## src/rtl/piano_pkg.sv

```systemverilog
// Shared constants, frame FSM states and the scancode-to-note map for the PS/2 note decoder.
// The PS2_SHARPS_EN macro adds the sharp keys (W E T Y U) to the map.
package piano_pkg;

    localparam int unsigned NOTE_W    = 8;
    localparam logic [7:0]  NOTE_STOP = 8'd99;

    localparam logic [7:0]  SC_BREAK  = 8'hF0;
    localparam logic [7:0]  SC_EXT    = 8'hE0;

    localparam logic [7:0]  SC_KEY_A  = 8'h1C;
    localparam logic [7:0]  SC_KEY_S  = 8'h1B;
    localparam logic [7:0]  SC_KEY_D  = 8'h23;
    localparam logic [7:0]  SC_KEY_F  = 8'h2B;
    localparam logic [7:0]  SC_KEY_G  = 8'h34;
    localparam logic [7:0]  SC_KEY_H  = 8'h33;
    localparam logic [7:0]  SC_KEY_J  = 8'h3B;
    localparam logic [7:0]  SC_KEY_K  = 8'h42;
`ifdef PS2_SHARPS_EN
    localparam logic [7:0]  SC_KEY_W  = 8'h1D;
    localparam logic [7:0]  SC_KEY_E  = 8'h24;
    localparam logic [7:0]  SC_KEY_T  = 8'h2C;
    localparam logic [7:0]  SC_KEY_Y  = 8'h35;
    localparam logic [7:0]  SC_KEY_U  = 8'h3C;
`endif

    typedef enum logic [1:0] {
        ST_IDLE,
        ST_DATA,
        ST_PARITY,
        ST_STOP
    } frame_state_e;

    typedef struct packed {
        logic             hit;
        logic [NOTE_W-1:0] note;
    } note_map_t;

    // Map a make code to its note index; hit=0 for unmapped codes.
    function automatic note_map_t map_scancode(input logic [7:0] sc);
        note_map_t m;
        m.hit  = 1'b1;
        m.note = '0;
        case (sc)
            SC_KEY_A: m.note = 8'd0;
            SC_KEY_S: m.note = 8'd1;
            SC_KEY_D: m.note = 8'd2;
            SC_KEY_F: m.note = 8'd3;
            SC_KEY_G: m.note = 8'd4;
            SC_KEY_H: m.note = 8'd5;
            SC_KEY_J: m.note = 8'd6;
            SC_KEY_K: m.note = 8'd7;
`ifdef PS2_SHARPS_EN
            SC_KEY_W: m.note = 8'd8;
            SC_KEY_E: m.note = 8'd9;
            SC_KEY_T: m.note = 8'd10;
            SC_KEY_Y: m.note = 8'd11;
            SC_KEY_U: m.note = 8'd12;
`endif
            default:  m.hit  = 1'b0;
        endcase
        return m;
    endfunction

endpackage

```

## src/rtl/ps2_rx_frame.sv

```systemverilog
// PS/2 frame receiver: synchronisers, falling-edge detect, 11-bit frame FSM with odd
// parity and stop checks, and an inactivity timeout that aborts partial frames.
module ps2_rx_frame
    import piano_pkg::*;
#(
    parameter int unsigned SYNC_STAGES    = 2,
    parameter int unsigned TIMEOUT_CYCLES = 50000
) (
    input  logic       clk,
    input  logic       rst_n,
    input  logic       ps2_clk_i,
    input  logic       ps2_dat_i,
    output logic [7:0] byte_o,
    output logic       byte_stb_o,
    output logic       frame_err_o
);

    localparam int unsigned TMO_W = $clog2(TIMEOUT_CYCLES + 1);

    logic [SYNC_STAGES-1:0] clk_sync_q;
    logic [SYNC_STAGES-1:0] dat_sync_q;
    logic                   clk_prev_q;
    logic                   fall;
    logic                   dat;

    frame_state_e state_q, state_d;
    logic [2:0]   bit_cnt_q, bit_cnt_d;
    logic [7:0]   shreg_q, shreg_d;
    logic         par_ok_q, par_ok_d;
    logic [TMO_W-1:0] tmo_q, tmo_d;
    logic         stb_q, stb_d;
    logic         err_q, err_d;

    // Synchronise both PS/2 lines (idle high) and keep the previous clock level.
    always_ff @(posedge clk or negedge rst_n) begin
        if (!rst_n) begin
            clk_sync_q <= '1;
            dat_sync_q <= '1;
            clk_prev_q <= 1'b1;
        end else begin
            clk_sync_q <= {clk_sync_q[SYNC_STAGES-2:0], ps2_clk_i};
            dat_sync_q <= {dat_sync_q[SYNC_STAGES-2:0], ps2_dat_i};
            clk_prev_q <= clk_sync_q[SYNC_STAGES-1];
        end
    end

    assign fall = clk_prev_q & ~clk_sync_q[SYNC_STAGES-1];
    assign dat  = dat_sync_q[SYNC_STAGES-1];

    // Frame FSM state and datapath registers.
    always_ff @(posedge clk or negedge rst_n) begin
        if (!rst_n) begin
            state_q   <= ST_IDLE;
            bit_cnt_q <= '0;
            shreg_q   <= '0;
            par_ok_q  <= 1'b0;
            tmo_q     <= '0;
            stb_q     <= 1'b0;
            err_q     <= 1'b0;
        end else begin
            state_q   <= state_d;
            bit_cnt_q <= bit_cnt_d;
            shreg_q   <= shreg_d;
            par_ok_q  <= par_ok_d;
            tmo_q     <= tmo_d;
            stb_q     <= stb_d;
            err_q     <= err_d;
        end
    end

    // Next state: a falling edge advances the frame and reloads the timeout; otherwise count.
    always_comb begin
        state_d   = state_q;
        bit_cnt_d = bit_cnt_q;
        shreg_d   = shreg_q;
        par_ok_d  = par_ok_q;
        tmo_d     = tmo_q;
        stb_d     = 1'b0;
        err_d     = 1'b0;
        if (fall) begin
            tmo_d = '0;
            case (state_q)
                ST_IDLE: begin
                    if (!dat) begin
                        state_d   = ST_DATA;
                        bit_cnt_d = '0;
                    end else begin
                        err_d = 1'b1;
                    end
                end
                ST_DATA: begin
                    shreg_d = {dat, shreg_q[7:1]};
                    if (bit_cnt_q == 3'd7) begin
                        state_d = ST_PARITY;
                    end else begin
                        bit_cnt_d = bit_cnt_q + 3'd1;
                    end
                end
                ST_PARITY: begin
                    par_ok_d = ^{shreg_q, dat};
                    state_d  = ST_STOP;
                end
                ST_STOP: begin
                    if (par_ok_q && dat) begin
                        stb_d = 1'b1;
                    end else begin
                        err_d = 1'b1;
                    end
                    state_d = ST_IDLE;
                end
                default: state_d = ST_IDLE;
            endcase
        end else if (state_q != ST_IDLE) begin
            if (tmo_q == TMO_W'(TIMEOUT_CYCLES)) begin
                state_d = ST_IDLE;
                err_d   = 1'b1;
                tmo_d   = '0;
            end else begin
                tmo_d = tmo_q + TMO_W'(1);
            end
        end else begin
            tmo_d = '0;
        end
    end

    assign byte_o      = shreg_q;
    assign byte_stb_o  = stb_q;
    assign frame_err_o = err_q;

endmodule

```

## src/rtl/ps2_note_decoder.sv

```systemverilog
// PS/2 keyboard to held-note decoder: make/break/extend handling over received bytes.
// Build option PS2_SHARPS_EN enables the sharp keys in the map.
module ps2_note_decoder
    import piano_pkg::*;
#(
    parameter int unsigned SYNC_STAGES    = 2,
    parameter int unsigned TIMEOUT_CYCLES = 50000,
    parameter logic [7:0]  STOP_CODE      = NOTE_STOP
) (
    input  logic       iClk,
    input  logic       iReset_n,
    input  logic       iPs2_Clk,
    input  logic       iPs2_Dat,
    output logic [7:0] oNote_Code,
    output logic       oNote_Valid,
    output logic       oFrame_Err
);

    logic [7:0] rx_byte;
    logic       rx_stb;
    logic       rx_err;
    note_map_t  map;

    logic [7:0] note_q, note_d;
    logic       valid_q, valid_d;
    logic       err_q;
    logic       brk_q, brk_d;
    logic       ext_q, ext_d;

    ps2_rx_frame #(
        .SYNC_STAGES    (SYNC_STAGES),
        .TIMEOUT_CYCLES (TIMEOUT_CYCLES)
    ) u_rx (
        .clk         (iClk),
        .rst_n       (iReset_n),
        .ps2_clk_i   (iPs2_Clk),
        .ps2_dat_i   (iPs2_Dat),
        .byte_o      (rx_byte),
        .byte_stb_o  (rx_stb),
        .frame_err_o (rx_err)
    );

    assign map = map_scancode(rx_byte);

    // Output and prefix-flag registers.
    always_ff @(posedge iClk or negedge iReset_n) begin
        if (!iReset_n) begin
            note_q  <= STOP_CODE;
            valid_q <= 1'b0;
            err_q   <= 1'b0;
            brk_q   <= 1'b0;
            ext_q   <= 1'b0;
        end else begin
            note_q  <= note_d;
            valid_q <= valid_d;
            err_q   <= rx_err;
            brk_q   <= brk_d;
            ext_q   <= ext_d;
        end
    end

    // Byte interpretation: prefixes set flags, extended codes are dropped, last press wins.
    always_comb begin
        note_d  = note_q;
        valid_d = 1'b0;
        brk_d   = brk_q;
        ext_d   = ext_q;
        if (rx_err) begin
            brk_d = 1'b0;
            ext_d = 1'b0;
        end else if (rx_stb) begin
            if (rx_byte == SC_EXT) begin
                ext_d = 1'b1;
            end else if (rx_byte == SC_BREAK) begin
                brk_d = 1'b1;
            end else if (ext_q) begin
                ext_d = 1'b0;
                brk_d = 1'b0;
            end else if (brk_q) begin
                brk_d = 1'b0;
                if (map.hit && (map.note == note_q)) begin
                    note_d  = STOP_CODE;
                    valid_d = 1'b1;
                end
            end else if (map.hit && (map.note != note_q)) begin
                note_d  = map.note;
                valid_d = 1'b1;
            end
        end
    end

    assign oNote_Code  = note_q;
    assign oNote_Valid = valid_q;
    assign oFrame_Err  = err_q;

endmodule

```

## config.mk

```make
export PLATFORM = sky130hd
export DESIGN_NAME = ps2_note_decoder
export DESIGN_NICKNAME = d
export VERILOG_FILES = /design/src/rtl/piano_pkg.sv /design/src/rtl/ps2_rx_frame.sv /design/src/rtl/ps2_note_decoder.sv
export SDC_FILE = /design/constraint.sdc
export NUM_CORES = 1
export LEC_CHECK = 0
export CAP_MARGIN = 20
export CORE_MARGIN = 4
export CORE_UTILIZATION = 59
export DETAILED_ROUTE_END_ITERATION = 7
export PLACE_DENSITY = 0.76
export SLEW_MARGIN = 40
export SYNTH_ARGS = -nofsm -noshare
export SYNTH_HDL_FRONTEND = slang
export SYNTH_SLANG_ARGS = --single-unit
```

## constraint.sdc

```tcl
create_clock -name iClk -period 2.8 [get_ports iClk]
set_input_delay 0.28 -clock iClk [delete_from_list [all_inputs] [get_ports iClk]]
set_output_delay 0.28 -clock iClk [all_outputs]
set_load 0.02 [all_outputs]
```

==> impl_metrics.toml <==
[die]
start_util = 0.636
core.rowCount = 22
io_pins = 14
die_h_um = 72.0
die_width_um = 72.0
die-area_um2 = 5180
core-area_um2 = 3800

[clock_network]
cts_tree = "built"
cts-root-buf = "clkbuf_8"
cts.clk_slew.worst_paths_ns = 0.08
clockBufferDepth = 2
cts_made_buffers = 5
post_cts_buffers = 0
h-tree-depth = 2
clock_sinks = 45
insertion_delay_ns = 0.30

[synthesis]
yosys_warnings = 0
synth_area_leaders = "dfrtp_1, dfstp_2, xnor2_1"
synth.top_cell.area_share = 0.383
ys.flop_type = "dfrtp_1"
yosysTopAreaCell = "dfrtp_1"
ys_seq_area_frac = 0.470
synthesis.area_um2 = 2420
synthArstFlopShare = 1.00
ys_types = 53
synthCells = 237
synth-edff-count = 0
ys_seq_elements = 45
avgSynthCellArea_um2 = 10.2

[hold_path]
hp-start = "u_rx.dat_sync_q[0]$_DFF_PN1_"
holdPathStages = 0
hold_end = "u_rx.dat_sync_q[1]$_DFF_PN1_"
hold_path.class = "reg2reg"

[route]
drc_errors = 0
ant_nets = 0
wire_per_inst_um = 13.4
wl_um = 3980
firstDrtPassIters = 5
post_drt_via_cell_ratio = 5.61
vias = 1665
drt_iter0_markers = 100

[sta]
fmax_mhz = 446
hold_viol = 0
holdWs_ns = 0.358
fin_tns_setup_ns = 0
fin_skew_ns = 0.0102
setup_viol = 0
slew_headroom = 0.606
worst_pin_slew_ns = 0.591
fin_crit_sh = 0.801
slew_violations = 0
min_period_ns = 2.24
rsz0062_at_grt = "false"
fin_ws_ns = 0.558

[place]
pre_cts_ws_ns = 0.524
gp_congestion = 0.783
dpl.hpwl_um = 2780
portBuffers = 10
placed_area_um2 = 2520

[flow_run]
max_cap_viol_count = 0

[critical_path]
worstRegToRegCells = 6
worstSetupEndpointType = "flop"
critPathMaxFanout = 16
worst_setup_path_start_kind = "flop"
r2r-end = "u_rx.tmo_q[4]$_DFF_PN0_"
crit_chain = "inv_1 -> ha_1 -> or4b_1 -> nor4_2 -> nand2b_1 -> nor2_1"
reg2reg_slack_ns = 0.56
worstPathArrival_ns = 2.40
crit_path_max_incr_delay_ns = 0.54
rr_startpoint = "u_rx.tmo_q[0]$_DFF_PN0_"
path_class = "reg2reg"
critPathSlowestCell = "nand2b_1"
cp.required_ns = 2.96

[final_layout]
fin_nets = 260
synthToLayoutAreaGrowth_pct = 9.11
finalInstanceArea_um2 = 2640
layout-drive-gt1-share = 0.133
fill_cells = 300
diodes = 0

[grt]
antenna_found_initial = 0
met1_usage = 0.231
grt_pass1_wl_um = 7070
grt_pass1_vias = 1575
use_met2 = 0.272
grt_max_degree = 46
met3_usage = 0.0346
grtUsageTotal = 0.171
grt_remaining_overflow = 0
grt.busiest_layer = "met2"

[power]
cellLeakagePower_nw = 1.11
ir_worst_vdd_v = 0.000520
power_density_nw_per_um2 = 785

[outcome]
status = "finished clean"
[state kept, by name, indices dropped and copies added (netlist names)]
name,flops
u_rx.byte_stb_o,1
oFrame_Err,1
oNote_Code,4
ext_q,1
u_rx.clk_prev_q,1
u_rx.state_q,2
u_rx.byte_o,8
u_rx.frame_err_o,1
u_rx.clk_sync_q,2
oNote_Valid,1
u_rx.dat_sync_q,2
brk_q,1
u_rx.bit_cnt_q,3
u_rx.par_ok_q,1
u_rx.tmo_q,16
[cell usage in the layout, fill, tap and decap left out, types with 2 or more instances in the layout]
cell type and n:
dfrtp_1 37, nor2_1 28, nand2_1 19, inv_1 13, xnor2_1 13, nand3_1 10
o21ai_0 10, clkdlybuf4s50_1 9, ha_1 8, dfstp_2 8, xor2_1 7, a21oi_1 7
mux2_2 7, nand2b_1 6, a22o_1 6, clkbuf_8 5, or3_1 4, and3_1 3
nand4_1 3, a31oi_1 3, conb_1 3, and4_1 2, xor2_2 2, a311o_1 2
and2_1 2, a32oi_1 2
[worst max-delay path by stage]
stage	from	to	slack (ns)	depth (start not counted)
floorplan	u_rx.tmo_q[0]$_DFF_PN0_	u_rx.tmo_q[11]$_DFF_PN0_	0.81	8
global placement	u_rx.tmo_q[0]$_DFF_PN0_	u_rx.tmo_q[5]$_DFF_PN0_	0.61	6
detailed placement	u_rx.tmo_q[0]$_DFF_PN0_	u_rx.tmo_q[15]$_DFF_PN0_	0.52	6
CTS	u_rx.tmo_q[0]$_DFF_PN0_	u_rx.tmo_q[4]$_DFF_PN0_	0.53	6
global route	u_rx.tmo_q[0]$_DFF_PN0_	u_rx.tmo_q[3]$_DFF_PN0_	0.40	6
finish	u_rx.tmo_q[0]$_DFF_PN0_	u_rx.tmo_q[4]$_DFF_PN0_	0.56	6
[Yosys cell counts, drive strengths merged, types with 2 or more instances]
cell    instances
ha              8
dfrtp          37
dfstp           8
or3             4
buf             8
nor3b           2
and4            2
mux2            7
nand4           3
a31oi           3
nor2           28
nand2          19
a311oi          2
a21oi           7
xor2            9
nand3          10
nor4b           2
a32oi           2
xnor2          13
inv            13
o21ai          11
nand2b          6
and2            2
a311o           2
and3            3
a22o            6
o211ai          2
[layer usage]
layer	share of wire	vias to the layer above
met4	0.015	0
met5	0	-
met1	0.50	785
li1	-	838
met3	0.034	7
met2	0.45	35
[power by group]
| group | internal [W] | total, W | switching [W] | leakage [nW] |
|---|---|---|---|---|
| clock | 0.000265 | 0.000477 | 0.000212 | 0.0552 |
| sequential | 0.000773 | 0.000950 | 0.000178 | 0.580 |
| combinational | 0.000319 | 0.000642 | 0.000322 | 0.476 |
| total | 0.00136 | 0.00207 | 0.000712 | 1.11 |
[area by class of cell]
class                   instances  area, um^2  area share
multi-input cells             172        1180       0.446
flip-flops and latches         45        1140       0.431
repair buffers                 11         108      0.0408
clock buffers                   6        72.6      0.0275
well taps                      48        60.1      0.0228
inverters                      13        48.8      0.0185
clock inverters                 2        35.0      0.0133
[logic make-up (layout without fill, tap and decap cells)]
kind of cell | Yosys count | in the layout | share of synthesized area
AOI/OAI and AO/OA | 42 | 42 | 0.125
xor gates and xnor gates | 22 | 22 | 0.0860
adders and majority gates | 8 | 8 | 0.0414
buffers and inverters | 22 | 32 | 0.0461
DFF | 45 | 45 | 0.470
muxes | 7 | 7 | 0.0326
other | 1 | 3 | 0.00155
and+or+nand+nor | 90 | 90 | 0.197
[critical path: cells and delay by family, from the launching register on]
| family | cells | cell delay, ns |
|---|---|---|
| simple gates | 4 | 1.47 |
| flops | 1 | 0.42 |
| fa+ha+maj | 1 | 0.14 |
| buf+inv | 1 | 0.07 |
[what timing repair did]
item                       4_1_cts  5_1_grt
hold endpoints to repair        35        0
setup endpoints to repair        0        0
hold buffers                     1        0
resized for setup                0        0
[through the flow]
stage	power (W)	cells	util
2_1_floorplan	0.00148	239	-
3_3_place_gp	0.00159	288	0.662
3_5_place_dp	0.00160	288	0.663
4_1_cts	0.00209	297	0.694
5_1_grt	0.00222	297	0.694
6_report	0.00207	297	0.694
No activity file was read; power rests on OpenSTA's default activity.
